**config.mk**
```make
export PLATFORM = sky130hd
export DESIGN_NAME = mix_columns_iter
export DESIGN_NICKNAME = d
export VERILOG_FILES = /design/src/rtl/mix_columns_iter.sv
export SDC_FILE = /design/constraint.sdc
export NUM_CORES = 1
export LEC_CHECK = 0
export ABC_AREA = 0
export CAP_MARGIN = 20
export CORE_MARGIN = 3
export CORE_UTILIZATION = 49
export DETAILED_ROUTE_END_ITERATION = 10
export PLACE_DENSITY = 0.76
export SETUP_SLACK_MARGIN = 0.1
export SLEW_MARGIN = 20
export SYNTH_ARGS = -nofsm -noshare
export SYNTH_HDL_FRONTEND = slang
export SYNTH_SLANG_ARGS = --single-unit
```
**constraint.sdc**
```tcl
create_clock -name clk -period 11.7 [get_ports clk]
set_clock_uncertainty 0.1 [all_clocks]
set_input_delay 1.755 -clock clk [delete_from_list [all_inputs] [get_ports clk]]
set_output_delay 1.755 -clock clk [all_outputs]
set_load 0.01 [all_outputs]
```
**src/rtl/mix_columns_iter.sv**
```systemverilog
// Iterative AES MixColumns / InvMixColumns engine.
// One output byte is produced per cycle over 16 CALC cycles; the full result
// is published on o_data in a single update at DONE entry, so o_data always
// holds a complete, consistent state.
module mix_columns_iter (
    input  logic         clk,
    input  logic         rst,
    input  logic         i_start,
    input  logic         i_inverse,
    input  logic [127:0] i_data,
    output logic         o_busy,
    output logic         o_done,
    output logic [127:0] o_data
);

    typedef enum logic [1:0] {IDLE, CALC, DONE} state_t;

    state_t state, state_nxt;

    // Byte arrays indexed [~column][~row] so that column 0 / row 0 sit in the
    // most significant byte, matching the column-major i_data layout.
    logic [3:0][3:0][7:0] din;
    logic [3:0][3:0][7:0] acc;
    logic                 inv;
    logic [3:0]           cnt;
    logic [1:0]           col, row, kk;
    logic [7:0]           byte_out;

    function automatic logic [7:0] xtime(input logic [7:0] b);
        return {b[6:0], 1'b0} ^ (b[7] ? 8'h1b : 8'h00);
    endfunction

    // GF(2^8) multiply by a 4-bit constant: sum of b, 2b, 4b, 8b selected by
    // the coefficient bits, built from three chained xtime steps.
    function automatic logic [7:0] gmul(input logic [3:0] k, input logic [7:0] b);
        logic [7:0] x2, x4, x8;
        x2 = xtime(b);
        x4 = xtime(x2);
        x8 = xtime(x4);
        return ({8{k[0]}} & b) ^ ({8{k[1]}} & x2) ^ ({8{k[2]}} & x4) ^ ({8{k[3]}} & x8);
    endfunction

    // Coefficient rows are rotations of a base row; idx = (k - r) mod 4.
    function automatic logic [3:0] coeff(input logic inverse, input logic [1:0] idx);
        logic [3:0] c;
        case (idx)
            2'd0:    c = inverse ? 4'hE : 4'h2;
            2'd1:    c = inverse ? 4'hB : 4'h3;
            2'd2:    c = inverse ? 4'hD : 4'h1;
            default: c = inverse ? 4'h9 : 4'h1;
        endcase
        return c;
    endfunction

    assign col    = cnt[3:2];
    assign row    = cnt[1:0];
    assign o_busy = (state == CALC);
    assign o_done = (state == DONE);

    // Dot product of one coefficient row with the selected input column.
    always_comb begin
        byte_out = '0;
        kk       = '0;
        for (int k = 0; k < 4; k++) begin
            kk       = 2'(k);
            byte_out = byte_out ^ gmul(coeff(inv, kk - row), din[~col][~kk]);
        end
    end

    // Next-state logic: start accepted only outside CALC; CALC ends after byte 15.
    always_comb begin
        state_nxt = state;
        case (state)
            IDLE:    state_nxt = i_start ? CALC : IDLE;
            CALC:    state_nxt = (cnt == 4'd15) ? DONE : CALC;
            DONE:    state_nxt = i_start ? CALC : IDLE;
            default: state_nxt = IDLE;
        endcase
    end

    // State register.
    always_ff @(posedge clk or posedge rst) begin
        if (rst) state <= IDLE;
        else     state <= state_nxt;
    end

    // Operand latch, byte counter, working result and published output.
    always_ff @(posedge clk or posedge rst) begin
        if (rst) begin
            din    <= '0;
            inv    <= 1'b0;
            cnt    <= '0;
            acc    <= '0;
            o_data <= '0;
        end else begin
            case (state)
                CALC: begin
                    acc[~col][~row] <= byte_out;
                    cnt             <= cnt + 4'd1;
                    // Last byte goes straight into the published result.
                    if (cnt == 4'd15)
                        o_data <= {acc[3], acc[2], acc[1], acc[0][3], acc[0][2], acc[0][1], byte_out};
                end
                default: begin
                    if (i_start) begin
                        din <= i_data;
                        inv <= i_inverse;
                        cnt <= '0;
                    end
                end
            endcase
        end
    end

endmodule
```
======== Yosys cells after proc, flatten, opt, wreduce, memory -nomap -nowiden ========
Index checks and enable logic that the tools add are counted.
word-level totals
  register bits after elaboration ......... 391
  bits of input ports ..................... 132
  output and inout bits ................... 130
  word-level logic and storage cells ...... 145
operators by class
  $add $sub $neg .......................... 5
  order comparisons ....................... 4
  equality and inequality tests ........... 11
  muxes and demuxes ....................... 32
  bitwise gates (word level) .............. 46
  reductions and logical operators ........ 11
operator list
  kind                 number
  $and 8x8->8          16
  $bwmux 128           1
  $xor 8x8->8          15
  $xor 8x5->8          12
  $bmux 32 s2          1
  $demux 32 s2         1
  $mux 32              2
  $mux 5               12
  $pmux 4 s3           4
  $mux 4               6
  $demux 8 s2          1
  $eq 2x1->1 const B   5
  $eq 2x2->1 const B   5
  $logic_not 2->1      5
  $mux 8               1
  $lt 2x3->1 const B   2
  $add 4x1->4 const B  1
  $eq 4x4->1 const B   1
  $ge 2x1->1 const B   2
  $not 2->2            2
  $pmux 2 s2           1
  $reduce_and 2->1     2
  $sub 1x2->2 const A  2
  $sub 2x2->2 const A  2
  other kinds (6)      7

======== Logic depth before layout (Yosys ltp) ========
Gate-level depths: netlist of the first run.
  depth after elaboration ................. 15
  depth in mapped cells ................... 15

======== Least setup slack after synthesis of the first run ========
No wires, ideal clock.
  path type ............................... reg2reg
  start ................................... register cnt[0]
  end ..................................... register acc[27] in the netlist's numbering
  arrival ................................. 3.010 ns
  data required time ...................... 11.475 ns
  slack ................................... 8.465 ns
  stages on the path, launching flop included .. 12
  period minus slack after synthesis ...... 3.235 ns
  path through ............................ dfrtp_1 -> clkbuf_1 -> inv_1 -> ha_1 -> clkbuf_1 -> mux4_2 -> o21ai_0 -> xnor2_1 -> xnor3_1 -> xor2_1 -> buf_2 -> mux2_2
on the way
  longest elaborated chain between the ends .. 11
  elaborated cells on any way between the ends .. 60
  classes of those cells .................. add/sub: 4; order compare: 2; eq/ne: 8; mux: 9; bitwise: 32; reduce/logical: 5
ends and longest elaborated chain
  item                                      line  RTL
  from (decl)                               25    logic [3:0] cnt;
  from (signal assigned)                    99    cnt <= cnt + 4'd1;
  $sub 1x2->2                               66    byte_out = byte_out ^ gmul(coeff(inv, kk - row), din[~col][~kk]);
  $eq 2x2->1, or another cell as far along  46    case (idx)
  $pmux 4 s3                                46
  $and 8x8->8                               40    return ({8{k[0]}} & b) ^ ({8{k[1]}} & x2) ^ ({8{k[2]}} & x4) ^ ({8{k[3]}} & x8);
  $xor 8x8->8 (3 in a row)                  40
  $xor 8x8->8 (3 in a row)                  66
  $bwmux 128 *                              98    acc[~col][~row] <= byte_out;
  to (signal, indexed assignment)           98
  to (decl)                                 23    logic [3:0][3:0][7:0] acc;
Every way passes the cells marked *; elsewhere a longest branch is shown, timed or not.
A chain may end at the register's enable or synchronous reset.

======== Worst setup path in the final report of the first run ========
  start ................................... register cnt[2]
  end ..................................... register acc[116] in the netlist's numbering
on the way
  longest elaborated chain between the ends .. 13
  elaborated cells on any way between the ends .. 64
  classes of those cells .................. order compare: 2; mux: 17; bitwise: 44; reduce/logical: 1
ends and longest elaborated chain
  item                                        line    RTL
  $not 2->2 *                                 66, 98
  $bmux 32 s2                                 66
  $mux 32 (implied by the code)               66
  $mux 5 or $xor 8x5->8 (tied branches)       30      return {b[6:0], 1'b0} ^ (b[7] ? 8'h1b : 8'h00);
  $xor 8x5->8 or $mux 5 (tied branches)       30
  $and 8x8->8, or another cell as far along   40
  $xor 8x8->8, or another cell as far along   40
  $xor 8x8->8 or $and 8x8->8 (tied branches)  40
  $xor 8x8->8                                 40
  $xor 8x8->8 (3 in a row)                    66
  $bwmux 128 *                                98
Every way passes the cells marked *; elsewhere a longest branch is shown, timed or not. The select of a mux whose other input is x is not followed.

==> results of run 1 <==
==> sequential cells by signal (all words and copies together) (netlist names) <==
signal / cells
inv: 1
din: 128
acc: 120
state: 2
o_data: 128
cnt: 4
==> path summary, 6_finish.rpt <==
kind	start	endpoint	slack, ns	cells after the start
max in group asynchronous	rst	cnt[2]	7.93	4
min reg2reg	acc[100]	acc[100]	0.38	2
max	cnt[2]	acc[116]	7.06	9
min	acc[100]	acc[100]	0.38	2
max reg2reg	cnt[2]	acc[116]	7.06	9
min in group asynchronous	rst	din[101]	1.57	2
==> routing by layer <==
metal | vias up | share of wire, % | GRT usage [%]
met4 | 0 | 2.6 | 5.968
met3 | 70 | 5.4 | 3.589
met5 | - | 0 | 0
li1 | 4881 | - | -
met2 | 299 | 47 | 33.98
met1 | 5511 | 45 | 30.43
==> cells in the mapped netlist (all sizes together) (14+ instances only) <==
cell type / n
a21oi: 31
buf: 23
clkbuf: 39
dfrtp: 383
mux2: 347
mux2i: 18
mux4: 41
nand2: 53
nand2b: 14
nor2: 52
nor2b: 18
o21ai: 24
xnor2: 127
xor2: 36
==> critical path, delay by kind of cell (launching register included) <==
| kind | cells | cell delay [ns] |
|---|---|---|
| buffers and inverters | 1 | 0.64 |
| flip-flops | 1 | 0.66 |
| AND/OR/NAND/NOR | 1 | 0.19 |
| AO/OA/AOI/OAI | 1 | 0.22 |
| multiplexers | 1 | 0.89 |
| XOR/XNOR | 5 | 1.73 |
==> per-stage QoR <==
stage / instance area (um2) / instances / setup slack [ns] / hold slack (ns)
detailed placement: 20680 / 1915 / 6.845 / 0.3691
global placement: 20660 / 1914 / 6.918 / 0.3578
floorplan: 17690 / 1249 / 4.697 / 0.3444
CTS: 21990 / 1982 / 7.030 / 0.3826
finish: 22000 / 1982 / 7.063 / 0.3782
global route: 22000 / 1982 / 6.743 / 0.4093
==> logic make-up after synthesis <==
| logic type | after synthesis | share of synthesized area [%] |
|---|---|---|
| compound gates | 61 | 1.839 |
| xor+xnor | 169 | 9.006 |
| fa+ha+maj | 6 | 0.4245 |
| buf+inv | 67 | 2.073 |
| flops | 383 | 54.19 |
| mux | 406 | 28.46 |
| simple gates | 157 | 4.004 |
==> layout make-up <==
type | count | area (um2)
clock buffers | 56 | 1152
clock inverters | 11 | 160.2
fillers | 2665 | 13060
inverters | 5 | 22.52
multi-input cells | 799 | 7787
flip-flops and latches | 383 | 9589
well taps | 455 | 569.3
repair buffers | 273 | 2718
==> impl_metrics.csv, run 1 <==
group,metric,value,unit
clock_tree,clkLatencyLatePin,0.54,ns
synthesis,synth_seq_cells,383,
die,initial_utilization,50.45,%
placement,port_buffers,261,
clock_tree,cts-resized-gates,0,
timing,fin_crit_sh,39.63,%
routing,first_pass_iters,5,
die,chipWidth,196.0,um
flow_run,cap_violations,0,
global_route,grtUsageTotal,21.27,%
synthesis,synth_top_cell_by_area,"dfrtp_1",
timing,timing.final.hold_violations,0,
timing,final.setup.tns,0,ns
layout,diodes,0,
worst_setup_path,start_kind,"flip-flop",
worst_setup_path,path_class,"flip-flop to flip-flop",
synthesis,synth_top_area_share,54.19,%
synthesis,synthArstFlopShare,100.0,%
clock_tree,cts_inserted_buffers,40,
synthesis,avgSynthCellArea,14.16,um2
layout,drive_gt1_share,30.84,%
global_route,overflow,0,
clock_tree,clkTransAtPathRegs,0.06,ns
routing,wirelength,40760,um
layout,syn2layout_area_growth,24.39,%
synthesis,yosys_most_used_dff,"dfrtp_1",
routing,routedWlPerCell,20.56,um
worst_setup_path,cp_cell_sequence,"buf_4, mux4_1, xnor3_1, nor3_1, xnor2_1, xnor2_1, xnor3_1, xnor2_2, o21ai_0",
timing,finalSetupViolations,0,
die,die_area,0.03841,mm2
global_route,grt_pass1_wl,64720,um
synthesis,syn_inst,1249,
die,die_y,196.0,um
die,core,0.03505,mm2
clock_tree,htree_num_levels,2,
clock_tree,cts_buffer_depth,3,
placement,gp_congestion,0.8731,
timing,rsz0062_at_grt,"no",
clock_tree,cts_tree,"done",
routing,vias,10761,
timing,fmax,215.7,MHz
worst_setup_path,cpMaxStageDelayCell,"mux4_1",
routing,drc,0,
worst_hold_path,hold_class,"flip-flop to flip-flop",
clock_tree,cts_root_buf,"clkbuf_16",
layout,final_cell_mix,"dfrtp_1 (381), mux2_2 (347), clkdlybuf4s50_1 (261), xnor2_1 (119), nand2_1 (52)",
clock_tree,ctsHoldBuffers,0,
global_route,antenna_found_initial,0,
worst_setup_path,cp_slowest_stage_delay,0.89,ns
synthesis,syn_area,0.01769,mm2
worst_setup_path,worst-path-max-fanout,42,
timing,finalMaxSlewViolations,0,
layout,nets,1640,
synthesis,yosys-top-cells-area,"dfrtp_1 (54%), mux2_2 (22%), xnor2_1 (6.1%), mux4_2 (4.5%), xor2_1 (1.8%)",
routing,drt_iter0_drc,536,
die,rows,68,
clock_tree,cts.sinks,383,
synthesis,synth_warnings,0,
routing,antenna_left,0,
layout,final_core_util,62.76,%
synthesis,syn_nets,1387,
synthesis,synth-edff-count,0,
global_route,grt_pass1_vias,11270,
clock_tree,post-cts-setup-buffer-count,0,
routing,via_per_inst,5.429,
global_route,grt_max_degree,84,
worst_setup_path,worst_setup_path_end_kind,"flip-flop",
placement,hpwl,28860,um
layout,final_common_cell,"dfrtp_1",
worst_setup_path,critPathRequiredTime,11.97,ns
synthesis,synth_cell_types,40,
outcome,status,"finished clean",
timing,fin_crit,4.637,ns
timing,worst_pin_slew,1.110,ns
worst_setup_path,cp.arrival,4.91,ns
synthesis,ys_seq_area_share,54.19,%
timing,slew_headroom,25.66,%
die,pin_count,262,
Power of run 1 is left out: the tool's default activity adds up to more than one toggle a clock period on the data nets, which glitch-free logic cannot reach.
==> run 2: changes to the inputs <==
CORE_UTILIZATION = 55   (was 49)
PLACE_DENSITY = 0.81   (was 0.76)
clock period = 4.6 ns   (was 11.7 ns; I/O delays follow)
==> impl_metrics.csv, run 2 (synthesis results as in run 1) <==
group,metric,value,unit
worst_setup_path,cpMaxStageDelayCell,"xor2_2",
routing,drt_iter0_drc,570,
timing,rsz0062_at_grt,"no",
clock_tree,post-cts-setup-buffer-count,0,
clock_tree,cts_tree,"done",
worst_setup_path,path_class,"flip-flop to flip-flop",
worst_setup_path,worst_setup_path_end_kind,"flip-flop",
layout,syn2layout_area_growth,25.38,%
worst_setup_path,cp_num_buf_inv,1,
clock_tree,cts.sinks,383,
timing,hold_slack,0.3872,ns
layout,final_common_cell,"dfrtp_1",
worst_hold_path,hold_class,"flip-flop to flip-flop",
routing,wirelength,42030,um
layout,nets,1654,
die,initial_utilization,55.90,%
global_route,grt_pass1_vias,11410,
die,rows,65,
global_route,antenna_found_initial,1,
routing,drc,0,
global_route,grt_pass1_wl,65550,um
timing,finalSetupViolations,0,
worst_setup_path,cp.arrival,4.37,ns
outcome,status,"finished clean",
die,die_area,0.03434,mm2
layout,diodes,0,
layout,multi_input_area,0.007787,mm2
layout,seq_area,0.009589,mm2
placement,port_buffers,261,
routing,vias,10992,
worst_setup_path,crit_family,"XOR/XNOR gates",
routing,antenna_left,0,
routing,routedWlPerCell,21.58,um
worst_setup_path,critPathRequiredTime,4.96,ns
clock_tree,cts_buffer_depth,3,
layout,finalInstanceArea,0.02218,mm2
global_route,grt_max_degree,126,
clock_tree,ctsHoldBuffers,0,
clock_tree,clkTransAtPathRegs,0.06,ns
clock_tree,cts_root_buf,"clkbuf_16",
global_route,grtUsageTotal,24.60,%
clock_tree,clkLatencyLatePin,0.52,ns
die,die_y,185.3,um
worst_setup_path,start_kind,"flip-flop",
routing,first_pass_iters,7,
timing,fmax,249.1,MHz
layout,fillers,2160,
placement,hpwl,29820,um
clock_tree,htree_num_levels,2,
layout,final_cell_mix,"dfrtp_1 (381), mux2_2 (347), clkdlybuf4s50_1 (261), xnor2_1 (119), nand2_1 (52)",
timing,finalMaxSlewViolations,0,
timing,timing.final.hold_violations,0,
placement,dp.cells,1877,
timing,fin_crit,4.014,ns
clock_tree,cts-resized-gates,0,
worst_setup_path,worst-path-max-fanout,16,
worst_setup_path,cp_slowest_stage_delay,0.81,ns
timing,worst_pin_slew,1.101,ns
die,pin_count,262,
clock_tree,cts_inserted_buffers,39,
die,chipWidth,185.3,um
placement,gp_congestion,0.9353,
timing,slew_headroom,26.23,%
worst_setup_path,cp_cell_sequence,"inv_1, ha_1, mux4_2, nand2_1, o21ai_0, xnor2_1, xnor3_1, xor2_2, mux2_2",
layout,drive_gt1_share,31.50,%
die,core,0.03164,mm2
global_route,overflow,0,
placement,place_area,0.02082,mm2
layout,fin_cells,1948,
layout,top_regs,"din: 128 flops, o_data: 128 flops, acc: 120 flops",
flow_run,cap_violations,0,
layout,final_core_util,70.09,%
routing,via_per_inst,5.643,
timing,fin_crit_sh,87.27,%
[run 2: cell count changes in the layout (fill, tap and decap cells not counted), moves of 2 or more]
cell / delta
buf_12: +8
buf_4: +10
clkinv_2: -4
clkbuf_1: +3
clkbuf_8: +4
buf_6: -2
inv_16: -2
[run 2: final timing paths]
path	start	to	slack (ns)	cells after the start
min	acc[116]	acc[116]	0.39	2
min reg2reg	acc[116]	acc[116]	0.39	2
max	cnt[0]	acc[11]	0.59	9
min in group asynchronous	rst	o_data[98]	0.47	2
max in group asynchronous	rst	acc[86]	2.89	3
max reg2reg	cnt[0]	acc[11]	0.59	9
[run 2: metrics by stage]
stage               setup slack, ns  setup TNS [ns]
finish                       0.5857               0
global route                 0.3489               0
CTS                          0.5787               0
detailed placement           0.6536               0
global placement             0.6999               0
floorplan                    -1.338         -512.45
[run 2: worst register-to-register path, stage by stage, from the launching register on]
cell and delay (ns):
dfrtp_1 0.59, inv_1 0.27, ha_1 0.73, mux4_2 0.39, nand2_1 0.07, o21ai_0 0.13
xnor2_1 0.24, xnor3_1 0.29, xor2_2 0.81, mux2_2 0.32
[run 2: metal layers]
layer,vias to the layer above,part of all wire [%],GRT usage (%)
li1,4918,-,-
met1,5643,44,34.93
met2,360,48,39.89
met3,69,5.8,4.222
met4,2,2.3,6.453
met5,-,0.026,0
[run 2: cell type report]
cell class	instances	share of cell area (%)
Timing Repair Buffer	288	13.15
Multi-Input combinational cell	799	35.12
Clock inverter	9	0.7392
Sequential cell	383	43.24
Tap cell	402	2.268
Clock buffer	62	5.383
Inverter	5	0.1016
Power of run 2 is left out for the same reason.
==> RTL edit, RTL diff (flow settings as in run 1) <==
Encoding of `state_t`: now one-hot (3 bits for 3 states).
--- a/src/rtl/mix_columns_iter.sv
+++ b/src/rtl/mix_columns_iter.sv
@@ -13,7 +13,7 @@
     output logic [127:0] o_data
 );
 
-    typedef enum logic [1:0] {IDLE, CALC, DONE} state_t;
+    typedef enum logic [2:0] {IDLE = 3'b001, CALC = 3'b010, DONE = 3'b100} state_t;
 
     state_t state, state_nxt;
 
Behaviour: no difference found for any inputs over 10 cycles, from zero or initial values and one cycle with rst high; not proved beyond that.
==> RTL edit against run 1 <==
- area after synthesis fell by 2.4%
- sequential cell count rose by 1
- final area fell by 1.6%
- worst setup slack improved by 45 ps
- first-iteration DRC count fell by 17%
- wire length fell by 4.4%
==> RTL edit: results (changes against run 1) <==
* Status: complete, no violations (unchanged)
* Seq/Total Area, Yosys at 0.557 (was 0.542)
* Final nets at 1593 (was 1640)
* Wire per inst at 20.1 microns (was 20.6 microns)
* Remaining global-route overflow at 0 (unchanged)
* GPL Wtd Cong at 0.812 (was 0.873)
* Synth Register Bits at 384 (was 383)
* Worst r2r dst: acc[92] (was acc[116])
* Most instantiated cells after synthesis: dfrtp_1, mux2_2, xnor2_1 (unchanged)
* Vias at 10400 (was 10800)
* Synthesized Nets at 1338 (was 1387)
* Fillers at 2625 (was 2665)
* Clock buffer depth at 3 (unchanged)
* Global router's overall resource usage at 0.205 (was 0.213)
* Hold Crit Class: reg2reg (unchanged)
* First-pass GRT wire length at 61.8 mm (was 64.7 mm)
* Crit Path Max Fanout at 20 (was 42)
* Vias in the first global route at 10900 (was 11300)
* Initial antenna violation count at 1 (was 0)
* Layout cell share with drive strength beyond 1 at 0.317 (was 0.308)
* Critical Path AT at 2740 ps (was 4910 ps)
* Drt pass-1 iters at 4 (was 5)
* Hpwl dp at 26.7 mm (was 28.9 mm)
* R2R Setup Slk at 7170 ps (was 7060 ps)
* Initial DRC count at 447 (was 536)
* Number of cells on the worst hold path at 2 (unchanged)
* Area contributors post-synth: dfrtp_1, mux2_2, xnor2_1, mux4_2, xor2_1 (unchanged)
* Distinct cells, synth at 48 (was 40)
* Largest net degree at the start of global routing at 181 (was 84)
* Dpl ws at 6590 ps (was 6840 ps)
* Origin of the worst setup path: state[2] (was cnt[2])
* HP Start: acc[99] (was acc[100])
==> RTL edit: cell types whose count changed in the layout (fill, tap and decap cells not counted), moves of 8 or more <==
| cell | change |
|---|---|
| xnor2_1 | -32 |
| nor2_1 | -22 |
| a21oi_1 | -15 |
| nand2b_1 | -8 |
==> RTL edit: final cells by class <==
class	count	area [sq um]	share of cell area
clock buffers	60	1180	0.0544
clock inverters	11	135	0.00625
inverters	8	33.8	0.00156
multi-input cells	746	7360	0.340
flip-flops and latches	384	9610	0.444
well taps	455	569	0.0263
repair buffers	275	2750	0.127
==> RTL edit: kinds of logic (layout without fill, tap and decap cells) <==
group / Yosys count / in the layout / share of synthesized area
buffers and inverters: 70 / 354 / 0.0207
flip-flops: 384 / 384 / 0.557
multiplexers: 397 / 397 / 0.282
AO/OA/AOI/OAI: 65 / 65 / 0.0209
AND/OR/NAND/NOR: 143 / 143 / 0.0378
XOR/XNOR: 135 / 135 / 0.0775
adder cells (fa/ha/maj): 6 / 6 / 0.00435
==> RTL edit: worst max-delay path by stage <==
| stage | end | slack (ps) |
|---|---|---|
| 6_report | o_busy | 7110 |
| 4_1_cts | acc[68] | 7110 |
| 3_5_place_dp | o_data[15] | 6590 |
| 2_1_floorplan | acc[100] | 4680 |
| 3_3_place_gp | o_data[10] | 6650 |
| 5_1_grt | acc[92] | 6920 |
==> RTL edit: per-layer routing <==
metal	global-route usage	share of wire	vias to the layer above
li1	-	-	4730
met1	0.277	0.43	5372
met2	0.342	0.49	274
met3	0.0434	0.057	55
met4	0.0541	0.021	2
met5	0	0.00036	-
==> RTL edit: power breakdown <==
part / switching, mW / internal, mW / leakage, nW
clock network: 0.511 / 0.742 / 0.650
logic: 1.72 / 0.987 / 3.88
registers: 0.119 / 1.51 / 5.03
==> RTL edit: stage by stage <==
stage | utilization | instances | hold WS (ps) | area (sq um)
after floorplan | - | 1200 | 344 | 17300
after global placement | 0.586 | 1867 | 357 | 20300
after detailed placement | 0.586 | 1867 | 367 | 20300
after CTS | 0.624 | 1938 | 380 | 21600
after global routing | 0.625 | 1939 | 403 | 21600
final | 0.625 | 1939 | 380 | 21600
==> RTL edit: worst max-delay path, stage by stage (launching register included) <==
cell and delay (ps):
dfrtp_1 390, inv_1 120, nand2_1 100, or2_2 370, inv_1 490, clkdlybuf4s50_1 730
